File: src/rtl/midori_sbox_serializer_if.sv
`default_nettype none
// ============================================================================
// Module   : midori_sbox_serializer_if
// Purpose  : Start/randomness/S-box/result bundle of the Midori S-box serializer
// Revision : 1.0 - initial release
// ============================================================================
interface midori_sbox_serializer_if #(
  parameter int RW = 96
);
  logic          start_valid;
  logic          start_ready;
  logic [63:0]   state_in1;
  logic [63:0]   state_in2;
  logic [63:0]   state_in3;
  logic [RW-1:0] rnd_in;
  logic          rnd_valid;
  logic          rnd_ready;
  logic [3:0]    sb_in1;
  logic [3:0]    sb_in2;
  logic [3:0]    sb_in3;
  logic [7:0]    sb_neigh;
  logic [RW-1:0] sb_r;
  logic [3:0]    sb_out1;
  logic [3:0]    sb_out2;
  logic [3:0]    sb_out3;
  logic          res_valid;
  logic          res_ready;
  logic [63:0]   state_out1;
  logic [63:0]   state_out2;
  logic [63:0]   state_out3;

  modport slave (
    input  start_valid, state_in1, state_in2, state_in3, rnd_in, rnd_valid,
           sb_out1, sb_out2, sb_out3, res_ready,
    output start_ready, rnd_ready, sb_in1, sb_in2, sb_in3, sb_neigh, sb_r,
           res_valid, state_out1, state_out2, state_out3
  );

  modport master (
    output start_valid, state_in1, state_in2, state_in3, rnd_in, rnd_valid,
           sb_out1, sb_out2, sb_out3, res_ready,
    input  start_ready, rnd_ready, sb_in1, sb_in2, sb_in3, sb_neigh, sb_r,
           res_valid, state_out1, state_out2, state_out3
  );
endinterface
`default_nettype wire

File: src/rtl/midori_sbox_serializer.sv
`default_nettype none
// ============================================================================
// Module   : midori_sbox_serializer
// Purpose  : Nibble-serial feeder/collector around a 3-share masked Midori S-box
// Revision : 1.0 - initial release
// ============================================================================
module midori_sbox_serializer #(
  parameter int NIB = 16,
  parameter int RW  = 96
) (
  input  logic                     clk,
  input  logic                     rst_i,
  midori_sbox_serializer_if.slave  bus
);
  localparam int c_IW = $clog2(NIB);
  localparam logic [c_IW-1:0] c_ILAST = c_IW'(NIB - 1);
  localparam logic [c_IW:0]   c_CLAST = (c_IW + 1)'(NIB - 1);
  localparam logic [c_IW:0]   c_CFULL = (c_IW + 1)'(NIB);

  typedef enum logic [1:0] {
    S_IDLE  = 2'd0,
    S_RUN   = 2'd1,
    S_DRAIN = 2'd2,
    S_DONE  = 2'd3
  } state_t;

  state_t            r_state, w_state_nx;
  logic [4*NIB-1:0]  r_sh1, r_sh2, r_sh3;
  logic [4*NIB-1:0]  r_res1, r_res2, r_res3;
  logic [c_IW-1:0]   r_issue_cnt;
  logic [c_IW:0]     r_cap_cnt;
  logic              r_issued_d;
  logic              w_issue;
  logic              w_start_hs;
  logic [c_IW-1:0]   w_nb_idx;

  assign w_start_hs = (r_state == S_IDLE) && bus.start_valid;
  assign w_nb_idx   = r_issue_cnt + 1'b1;   // wraps 15 -> 0

  assign bus.state_out1 = r_res1;
  assign bus.state_out2 = r_res2;
  assign bus.state_out3 = r_res3;

  always_ff @(posedge clk or posedge rst_i) begin
    if (rst_i) begin
      r_state     <= S_IDLE;
      r_sh1       <= '0;
      r_sh2       <= '0;
      r_sh3       <= '0;
      r_res1      <= '0;
      r_res2      <= '0;
      r_res3      <= '0;
      r_issue_cnt <= '0;
      r_cap_cnt   <= '0;
      r_issued_d  <= 1'b0;
    end else begin
      r_state    <= w_state_nx;
      r_issued_d <= w_issue;
      if (w_start_hs) begin
        r_sh1       <= bus.state_in1;
        r_sh2       <= bus.state_in2;
        r_sh3       <= bus.state_in3;
        r_issue_cnt <= '0;
        r_cap_cnt   <= '0;
      end else begin
        if (w_issue)
          r_issue_cnt <= r_issue_cnt + 1'b1;
        // The S-box pipeline cannot stall, so capture follows the issue by exactly one cycle
        if (r_issued_d && (r_cap_cnt != c_CFULL)) begin
          r_res1[4*r_cap_cnt[c_IW-1:0] +: 4] <= bus.sb_out1;
          r_res2[4*r_cap_cnt[c_IW-1:0] +: 4] <= bus.sb_out2;
          r_res3[4*r_cap_cnt[c_IW-1:0] +: 4] <= bus.sb_out3;
          r_cap_cnt <= r_cap_cnt + 1'b1;
        end
      end
    end
  end

  always_comb begin
    w_state_nx      = r_state;
    w_issue         = 1'b0;
    bus.start_ready = 1'b0;
    bus.rnd_ready   = 1'b0;
    bus.res_valid   = 1'b0;
    bus.sb_in1      = 4'h0;
    bus.sb_in2      = 4'h0;
    bus.sb_in3      = 4'h0;
    bus.sb_neigh    = 8'h00;
    bus.sb_r        = {RW{1'b0}};
    case (r_state)
      S_IDLE: begin
        bus.start_ready = 1'b1;
        if (bus.start_valid)
          w_state_nx = S_RUN;
      end
      S_RUN: begin
        // Data goes out only alongside fresh randomness; otherwise the S-box sees zeros
        w_issue       = bus.rnd_valid;
        bus.rnd_ready = bus.rnd_valid;
        if (w_issue) begin
          bus.sb_in1   = r_sh1[4*r_issue_cnt +: 4];
          bus.sb_in2   = r_sh2[4*r_issue_cnt +: 4];
          bus.sb_in3   = r_sh3[4*r_issue_cnt +: 4];
          bus.sb_neigh = {r_sh2[4*w_nb_idx +: 4], r_sh1[4*w_nb_idx +: 4]};
          bus.sb_r     = bus.rnd_in;
          if (r_issue_cnt == c_ILAST)
            w_state_nx = S_DRAIN;
        end
      end
      S_DRAIN: begin
        if ((r_cap_cnt == c_CFULL) || (r_issued_d && (r_cap_cnt == c_CLAST)))
          w_state_nx = S_DONE;
      end
      S_DONE: begin
        bus.res_valid = 1'b1;
        if (bus.res_ready)
          w_state_nx = S_IDLE;
      end
      default: w_state_nx = S_IDLE;
    endcase
  end
endmodule
`default_nettype wire

File: src/flat_wrapper.sv
// flat-port wrapper written by rule: the top's interface ports become plain ports
module midori_sbox_serializer_flat 
#(
  parameter int NIB = 16,
  parameter int RW  = 96
)
  (clk, rst_i, bus_start_valid, bus_state_in1, bus_state_in2, bus_state_in3, bus_rnd_in, bus_rnd_valid, bus_sb_out1, bus_sb_out2, bus_sb_out3, bus_res_ready, bus_start_ready, bus_rnd_ready, bus_sb_in1, bus_sb_in2, bus_sb_in3, bus_sb_neigh, bus_sb_r, bus_res_valid, bus_state_out1, bus_state_out2, bus_state_out3);
  midori_sbox_serializer_if #(.RW(RW)) bus_i ();
  input  logic clk;
  input  logic rst_i;
  input wire logic [$bits(bus_i.start_valid)-1:0] bus_start_valid;
  input wire logic [$bits(bus_i.state_in1)-1:0] bus_state_in1;
  input wire logic [$bits(bus_i.state_in2)-1:0] bus_state_in2;
  input wire logic [$bits(bus_i.state_in3)-1:0] bus_state_in3;
  input wire logic [$bits(bus_i.rnd_in)-1:0] bus_rnd_in;
  input wire logic [$bits(bus_i.rnd_valid)-1:0] bus_rnd_valid;
  input wire logic [$bits(bus_i.sb_out1)-1:0] bus_sb_out1;
  input wire logic [$bits(bus_i.sb_out2)-1:0] bus_sb_out2;
  input wire logic [$bits(bus_i.sb_out3)-1:0] bus_sb_out3;
  input wire logic [$bits(bus_i.res_ready)-1:0] bus_res_ready;
  output wire logic [$bits(bus_i.start_ready)-1:0] bus_start_ready;
  output wire logic [$bits(bus_i.rnd_ready)-1:0] bus_rnd_ready;
  output wire logic [$bits(bus_i.sb_in1)-1:0] bus_sb_in1;
  output wire logic [$bits(bus_i.sb_in2)-1:0] bus_sb_in2;
  output wire logic [$bits(bus_i.sb_in3)-1:0] bus_sb_in3;
  output wire logic [$bits(bus_i.sb_neigh)-1:0] bus_sb_neigh;
  output wire logic [$bits(bus_i.sb_r)-1:0] bus_sb_r;
  output wire logic [$bits(bus_i.res_valid)-1:0] bus_res_valid;
  output wire logic [$bits(bus_i.state_out1)-1:0] bus_state_out1;
  output wire logic [$bits(bus_i.state_out2)-1:0] bus_state_out2;
  output wire logic [$bits(bus_i.state_out3)-1:0] bus_state_out3;
  assign bus_i.start_valid = bus_start_valid;
  assign bus_i.state_in1 = bus_state_in1;
  assign bus_i.state_in2 = bus_state_in2;
  assign bus_i.state_in3 = bus_state_in3;
  assign bus_i.rnd_in = bus_rnd_in;
  assign bus_i.rnd_valid = bus_rnd_valid;
  assign bus_i.sb_out1 = bus_sb_out1;
  assign bus_i.sb_out2 = bus_sb_out2;
  assign bus_i.sb_out3 = bus_sb_out3;
  assign bus_i.res_ready = bus_res_ready;
  assign bus_start_ready = bus_i.start_ready;
  assign bus_rnd_ready = bus_i.rnd_ready;
  assign bus_sb_in1 = bus_i.sb_in1;
  assign bus_sb_in2 = bus_i.sb_in2;
  assign bus_sb_in3 = bus_i.sb_in3;
  assign bus_sb_neigh = bus_i.sb_neigh;
  assign bus_sb_r = bus_i.sb_r;
  assign bus_res_valid = bus_i.res_valid;
  assign bus_state_out1 = bus_i.state_out1;
  assign bus_state_out2 = bus_i.state_out2;
  assign bus_state_out3 = bus_i.state_out3;
  midori_sbox_serializer #(.NIB(NIB), .RW(RW)) u_core (.clk(clk), .rst_i(rst_i), .bus(bus_i));
endmodule
File: config.mk
export PLATFORM = sky130hd
export DESIGN_NAME = midori_sbox_serializer_flat
export DESIGN_NICKNAME = d
export VERILOG_FILES = /design/src/rtl/midori_sbox_serializer_if.sv /design/src/rtl/midori_sbox_serializer.sv /design/src/flat_wrapper.sv
export SDC_FILE = /design/constraint.sdc
export NUM_CORES = 1
export LEC_CHECK = 0
export CORE_AREA = 2 2 242 244
export CTS_CLUSTER_DIAMETER = 80
export CTS_CLUSTER_SIZE = 16
export DETAILED_ROUTE_END_ITERATION = 16
export DIE_AREA = 0 0 244 246
export PLACE_DENSITY_LB_ADDON = 0.08
export SYNTH_ARGS = -nofsm -noshare
export SYNTH_HDL_FRONTEND = slang
export SYNTH_SLANG_ARGS = --single-unit
File: constraint.sdc
create_clock -name clk -period 16.9 [get_ports clk]
set_clock_uncertainty 0.05 [all_clocks]
set_input_delay 5.07 -clock clk [delete_from_list [all_inputs] [get_ports clk]]
set_output_delay 5.07 -clock clk [all_outputs]
set_load 0.05 [all_outputs]
==> out/qor.yml, run 1 <==
logic_synthesis:
  synth-edff-count: 0
  yosys_warnings: 0
  synth_seq_cells: 396
  syn_nets: 2185
  muxShareOfSynthArea_pct: 19.6
  synth_xor_area_share_pct: 0.361
  synth_cells: 1871
  synthTopCellsByArea: "dfrtp_1, nand2_1, mux4_2"
  synthSimpleGateAreaFrac_pct: 20.2
  synth.cell_area_sq_mm: 0.0194
  yosysTopAreaCellShare_pct: 51.1
  synth_cell_types: 56
  synth-compound-area-share_pct: 4.16
  synth.most_common_cell: "nand2_1"
  synth_area_per_cell_sq_um: 10.4
  synth_commonest_cells: "nand2_1, dfrtp_1, and3_1, mux2_2, clkbuf_1"
  synthArstFlopShare_pct: 100
  synth_seq_area_share_pct: 51.1
  yosysTopAreaCell: "dfrtp_1"
  ys.flop_type: "dfrtp_1"
  synth_top_family_by_area: "simple AND/OR/NAND/NOR gates"
  synthAdderAreaFrac_pct: 0.581
sta:
  hold_violations: 0
  fin_crit_sh_pct: 76.6
  drv_slew: 0
  rsz0062_at_grt: "no"
  slew_headroom_pct: 21.0
  fin_setup_tns_ns: 0
  finalSetupViolCount: 0
  worstMarginPinSlew_ns: 1.18
  clock.fmax_mhz: 77.2
  period_minus_slack_ns: 12.95
  fin_hold_ws_ns: 0.425
status:
  status: "finished clean"
clock_tree:
  cts_tree: "built"
  ctsHoldBuffers: 0
  clockBufferDepth: 3
  cts_max_level: 1
  cts_made_buffers: 31
  path_clk_slew_ns: 0.07
  ctsRootBufferMaster: "clkbuf_16"
  cts_sinks: 396
  cts_resized: 0
  clk_latency_ns: 0.61
  post_cts_buffers: 0
detailed_routing:
  highest_layer: "met5"
  wl_met1_um: 30800
  wl_per_cell_um: 24.3
  dr_wl_met3_um: 3740
  routed_via_density: 5.07
  drc_errors: 0
  drt_iter0_markers: 1116
  wl_met2_um: 40000
  ant_nets: 0
  dr.pass1.iters: 5
  num_vias: 16222
  totalWireLength_um: 77500
floorplan:
  ios: 616
  start_util_pct: 33.8
  fp.dieW_um: 244
  core_sq_mm: 0.0574
  dieHeight_um: 246
  dieArea_sq_mm: 0.0600
  fp-row-count: 88
critical_path:
  critPathLaunchType: "input port"
  crit_fanout: 98
  critical_path_class: "in2out"
  worst_ep_arrival_time_ns: 7.83
  required_ns: 11.78
  crit_path_end_kind: "output port"
global_routing:
  grt-ovfl-total: 0
  grt_pass1_vias: 16501
  grt_pass1_wl_um: 113000
  antenna_found_initial: 19
  track_usage_pct: 25.2
  grt_max_degree: 120
power:
  ir_drop_v: 0.000123
  power.leakage_nw: 12.7
  cellPowerDensity_mw_per_mm2: 177
placement:
  dp_hpwl_um: 57000
  io_buffers: 615
  dp.cells: 3132
  gp_congestion: 0.887
worst_hold_path:
  hold_class: "reg2reg"
finish:
  area_growth_pct: 40.0
  finalNonFillerCells: 3197
  drive_gt1_share_pct: 12.0
  utilization_pct: 47.3
  nets: 2714
job:
  drv_cap: 0
==> where the power goes <==
part           internal (W)  leakage, nW  total, W  switching, W
clock              0.000395        0.478  0.000761      0.000366
sequential          0.00129         5.11   0.00155      0.000260
combinational      0.000924         7.07   0.00250       0.00158
==> kinds of logic after synthesis <==
logic type                 after synthesis
muxes                                  265
adders and majority gates                9
DFF                                    396
and+or+nand+nor                        897
buffers and inverters                  181
AOI/OAI and AO/OA                      115
xor gates and xnor gates                 8
==> registers in the layout, summed over array words and instances (netlist names) <==
name	cells
u_core.r_issued_d	1
u_core.r_cap_cnt	5
u_core.bus.state_out1	64
u_core.bus.state_out3	64
u_core.r_sh2	64
u_core.bus.state_out2	64
u_core.r_issue_cnt	4
u_core.r_state	2
u_core.r_sh1	64
u_core.r_sh3	64
==> worst max-delay path, cell delays in order <==
cell,delay [ns]
buf_2,0.08
buf_4,0.52
nand2_1,0.23
clkinv_1,0.21
nand2_1,0.39
o22ai_1,0.40
clkdlybuf4s50_1,0.90
==> path summary, 6_finish.rpt <==
path / startpoint / end / slack [ns] / depth (start not counted)
max: bus_rnd_valid / bus_sb_in2[3] / 3.95 / 7
min: u_core.r_sh3[26] / u_core.r_sh3[26] / 0.42 / 2
min in group asynchronous: rst_i / u_core.bus.state_out3[12] / 4.98 / 2
max in group asynchronous: rst_i / u_core.r_issue_cnt[1] / 10.02 / 3
min reg2reg: u_core.r_sh3[26] / u_core.r_sh3[26] / 0.42 / 2
max reg2reg: u_core.r_cap_cnt[0] / u_core.bus.state_out2[60] / 12.63 / 9
==> final cells by class <==
| type | count | area, sq um |
|---|---|---|
| Clock buffer | 40 | 840 |
| Multi-Input combinational cell | 1294 | 8760 |
| Clock inverter | 8 | 138 |
| Tap cell | 765 | 957 |
| Sequential cell | 396 | 9920 |
| Inverter | 38 | 150 |
| Antenna cell | 17 | 42.5 |
| Fill cell | 5372 | 30200 |
| Timing Repair Buffer | 639 | 6330 |
==> metrics by stage <==
stage          worst slack [ns]  area, sq um  power [W]
3_3_place_gp               4.16        26100    0.00405
3_5_place_dp               3.98        26100    0.00408
5_1_grt                    3.80        27100    0.00507
2_1_floorplan             0.769        19400    0.00316
4_1_cts                    3.98        27100    0.00485
6_report                   3.95        27100    0.00481
==> routing by layer <==
layer	vias up	track usage, %
li1	7426	-
met4	6	10.7
met5	-	0
met3	112	4.05
met2	486	44.5
met1	8192	30.6
==> layout by cell type (no fill, tap or decap), types with 3 or more instances in the layout <==
cell and n:
o31ai_1 7, and4_1 3, nand4b_1 3, nand3_1 18, nand2b_1 5, inv_1 36, and2_1 19, clkdlybuf4s50_1 614
mux2i_1 64, o22ai_1 20, nor2_1 32, nand2_1 633, or2_2 3, nor4b_1 3, a21oi_1 6, a21o_1 24
diode_2 17, clkbuf_16 31, o41ai_1 14, dfrtp_1 393, mux2_2 121, mux4_2 80, and3_1 135, bufinv_16 3
nor3_1 30, ha_1 7, xnor2_1 5, clkbuf_8 3, o21ai_0 30, inv_6 3, clkbuf_1 6, buf_4 24
No activity file was read; power rests on OpenSTA's default activity.
==> inputs of run 2 (changes only) <==
==> constraint.sdc (replaced) <==
create_clock -name clk -period 10.5 [get_ports clk]
set_clock_uncertainty 0.05 [all_clocks]
set_input_delay 3.15 -clock clk [delete_from_list [all_inputs] [get_ports clk]]
set_output_delay 3.15 -clock clk [all_outputs]
set_load 0.05 [all_outputs]
==> run 2 against run 1 <==
  * Sequential power rose by 62%
  * Cell count fell by 0.16%
  * Die area did not move
  * Via count rose by 0.78%
  * Setup slack got worse by 2.5 ns
  * Total power rose by 59%
  * Clock power rose by 45%
  * Critical path depth did not move
  * Worst hold slack barely moved
  * Highest routed layer unchanged
==> out/qor.yml, run 2 (synthesized netlist as in run 1, its figures left out) <==
critical_path:
  cp_common_cell: "nand2_1"  # unchanged
  critical_path_class: "in2out"  # unchanged
  crit_path_end_kind: "output port"  # unchanged
  required_ns: 7.30  # was 11.78 ns
  crit_chain: "buf_2, buf_4, nand2_1, clkinv_1, nand2_1, o22ai_1, clkdlybuf4s50_1"  # unchanged
  cpPeakStageDelay_ns: 0.86  # was 0.90 ns
  slowest_stage: "clkdlybuf4s50_1"  # unchanged
  critPathLaunchType: "input port"  # unchanged
  crit_fanout: 98  # unchanged
  worst_ep_arrival_time_ns: 5.82  # was 7.83 ns
floorplan:
  fp-row-count: 88  # unchanged
  start_util_pct: 33.8  # unchanged
  dieArea_sq_mm: 0.0600  # unchanged
  dieHeight_um: 246  # unchanged
  core_sq_mm: 0.0574  # unchanged
  ios: 616  # unchanged
  fp.dieW_um: 244  # unchanged
finish:
  final_area_sq_mm: 0.0270  # was 0.0271 sq mm
  area_growth_pct: 39.2  # was 40.0%
  final_cell_mix: "nand2_1, clkdlybuf4s50_1, dfrtp_1, and3_1, mux2_2"  # unchanged
  multi_input_area_sq_mm: 0.00876  # unchanged
  final_common_cell: "nand2_1"  # unchanged
  fillers: 5443  # was 5,372
  final-seq-area_sq_mm: 0.00992  # unchanged
  utilization_pct: 47.0  # was 47.3%
  nets: 2709  # was 2,714
  drive_gt1_share_pct: 11.7  # was 12.0%
power:
  power.leakage_nw: 12.6  # was 12.7 nW
  cellPowerDensity_mw_per_mm2: 284  # was 177 mW/mm^2
  ir_drop_v: 0.000190  # was 0.000123 V
detailed_routing:
  drc_errors: 0  # unchanged
  routed_via_density: 5.12  # was 5.07
  wl_per_cell_um: 24.5  # was 24.3 um
  dr.pass1.iters: 5  # unchanged
  ant_nets: 0  # unchanged
  num_vias: 16349  # was 16,222
  drt_iter0_markers: 1102  # was 1,116
  totalWireLength_um: 78100  # was 77,500 um
clock_tree:
  cts_sinks: 396  # unchanged
  path_clk_slew_ns: 0.07  # about the same
  ctsRootBufferMaster: "clkbuf_16"  # unchanged
  clk_latency_ns: 0.60  # was 0.61 ns
  clockBufferDepth: 3  # unchanged
  post_cts_buffers: 0  # unchanged
  ctsHoldBuffers: 0  # unchanged
  cts_made_buffers: 30  # was 31
  cts_resized: 0  # unchanged
  cts_tree: "built"  # unchanged
  cts_max_level: 1  # unchanged
global_routing:
  grt_pass1_wl_um: 113000  # about the same
  grt_max_degree: 151  # was 120
  grt_pass1_vias: 16628  # was 16,501
  track_usage_pct: 25.4  # was 25.2%
  grt-ovfl-total: 0  # unchanged
  antenna_found_initial: 25  # was 19
placement:
  placed_cell_area_sq_mm: 0.0261  # about the same
  gp_congestion: 0.862  # was 0.887
  place_ws_ns: 1.52  # was 3.98 ns
  dp_hpwl_um: 57300  # was 57,000 um
  io_buffers: 615  # unchanged
sta:
  drv_slew: 0  # unchanged
  fin_setup_tns_ns: 0  # unchanged
  worst_slack_ns: 1.48  # was 3.95 ns
  worstMarginPinSlew_ns: 1.13  # was 1.18 ns
  finalSetupViolCount: 0  # unchanged
  clock.fmax_mhz: 111
  fin_crit_sh_pct: 85.9
  slew_headroom_pct: 24.4  # was 21.0%
  period_minus_slack_ns: 9.02
  hold_violations: 0  # unchanged
  rsz0062_at_grt: "no"  # unchanged
worst_hold_path:
  hold_class: "reg2reg"  # unchanged
status:
  status: "finished clean"  # unchanged
job:
  drv_cap: 0  # unchanged
-- run 2: cell types whose count changed in the layout (fill, tap and decap cells not counted), moves of 2 or more --
cell | before | now
buf_4 | 24 | 19
diode_2 | 17 | 21
bufinv_16 | 3 | 0
clkinvlp_4 | 0 | 3
clkbuf_8 | 3 | 1
inv_6 | 3 | 1
-- run 2: worst max-delay path: cells and delay by family --
kind | cells | cell delay [ns]
AOI/OAI and AO/OA | 1 | 0.33
buffers and inverters | 4 | 1.70
and+or+nand+nor | 2 | 0.62
-- run 2: final timing paths --
check,startpoint,end,slack [ns],depth (start not counted)
max in group asynchronous,rst_i,u_core.bus.state_out3[18],5.67,4
min,u_core.r_sh3[35],u_core.r_sh3[35],0.42,2
max,bus_rnd_valid,bus_sb_in2[0],1.48,7
max reg2reg,u_core.r_cap_cnt[0],u_core.bus.state_out1[55],5.60,8
min reg2reg,u_core.r_sh3[35],u_core.r_sh3[35],0.42,2
min in group asynchronous,rst_i,u_core.bus.state_out1[13],3.05,3
-- run 2: area by class of cell --
| type | instances | area share (%) |
|---|---|---|
| sequential | 396 | 36.8 |
| multi-input combinational | 1294 | 32.5 |
| timing repair buffer | 635 | 23.4 |
| tap | 765 | 3.55 |
| clock buffer | 36 | 2.90 |
| inverter | 38 | 0.542 |
| clock inverter | 7 | 0.218 |
| antenna | 21 | 0.195 |
-- run 2: report_power, final --
part	switching, W	total, W	internal (W)
Sequential	0.000439	0.00251	0.00207
Clock	0.000577	0.00110	0.000528
Combinational	0.00255	0.00404	0.00148
Total	0.00357	0.00765	0.00408
-- run 2: metal layers --
metal	vias to the layer above	routed length, um	track usage (%)	part of all wire [%]
met5	-	30	0	0.038
met2	545	40400	44.3	52
met3	111	4230	4.29	5.4
met4	4	2910	11.6	3.7
li1	7406	-	-	-
met1	8283	30500	30.7	39
-- run 2: metrics by stage --
| stage | std cells | power (W) | hold WS (ns) |
|---|---|---|---|
| finish | 3192 | 0.00765 | 0.425 |
| global route | 3190 | 0.00808 | 0.447 |
| CTS | 3171 | 0.00771 | 0.429 |
| detailed placement | 3128 | 0.00659 | 0.411 |
| global placement | 3128 | 0.00654 | 0.403 |
| floorplan | 1871 | 0.00509 | 0.390 |
==> inputs of run 3 (changes only) <==
--- a/config.mk
+++ b/config.mk
@@ -14,3 +14,4 @@
 export SYNTH_ARGS = -nofsm -noshare
 export SYNTH_HDL_FRONTEND = slang
 export SYNTH_SLANG_ARGS = --single-unit
+export TNS_END_PERCENT = 5
==> results of run 3 <==
The final DEF is identical to that of run 2; final timing and power are the same.
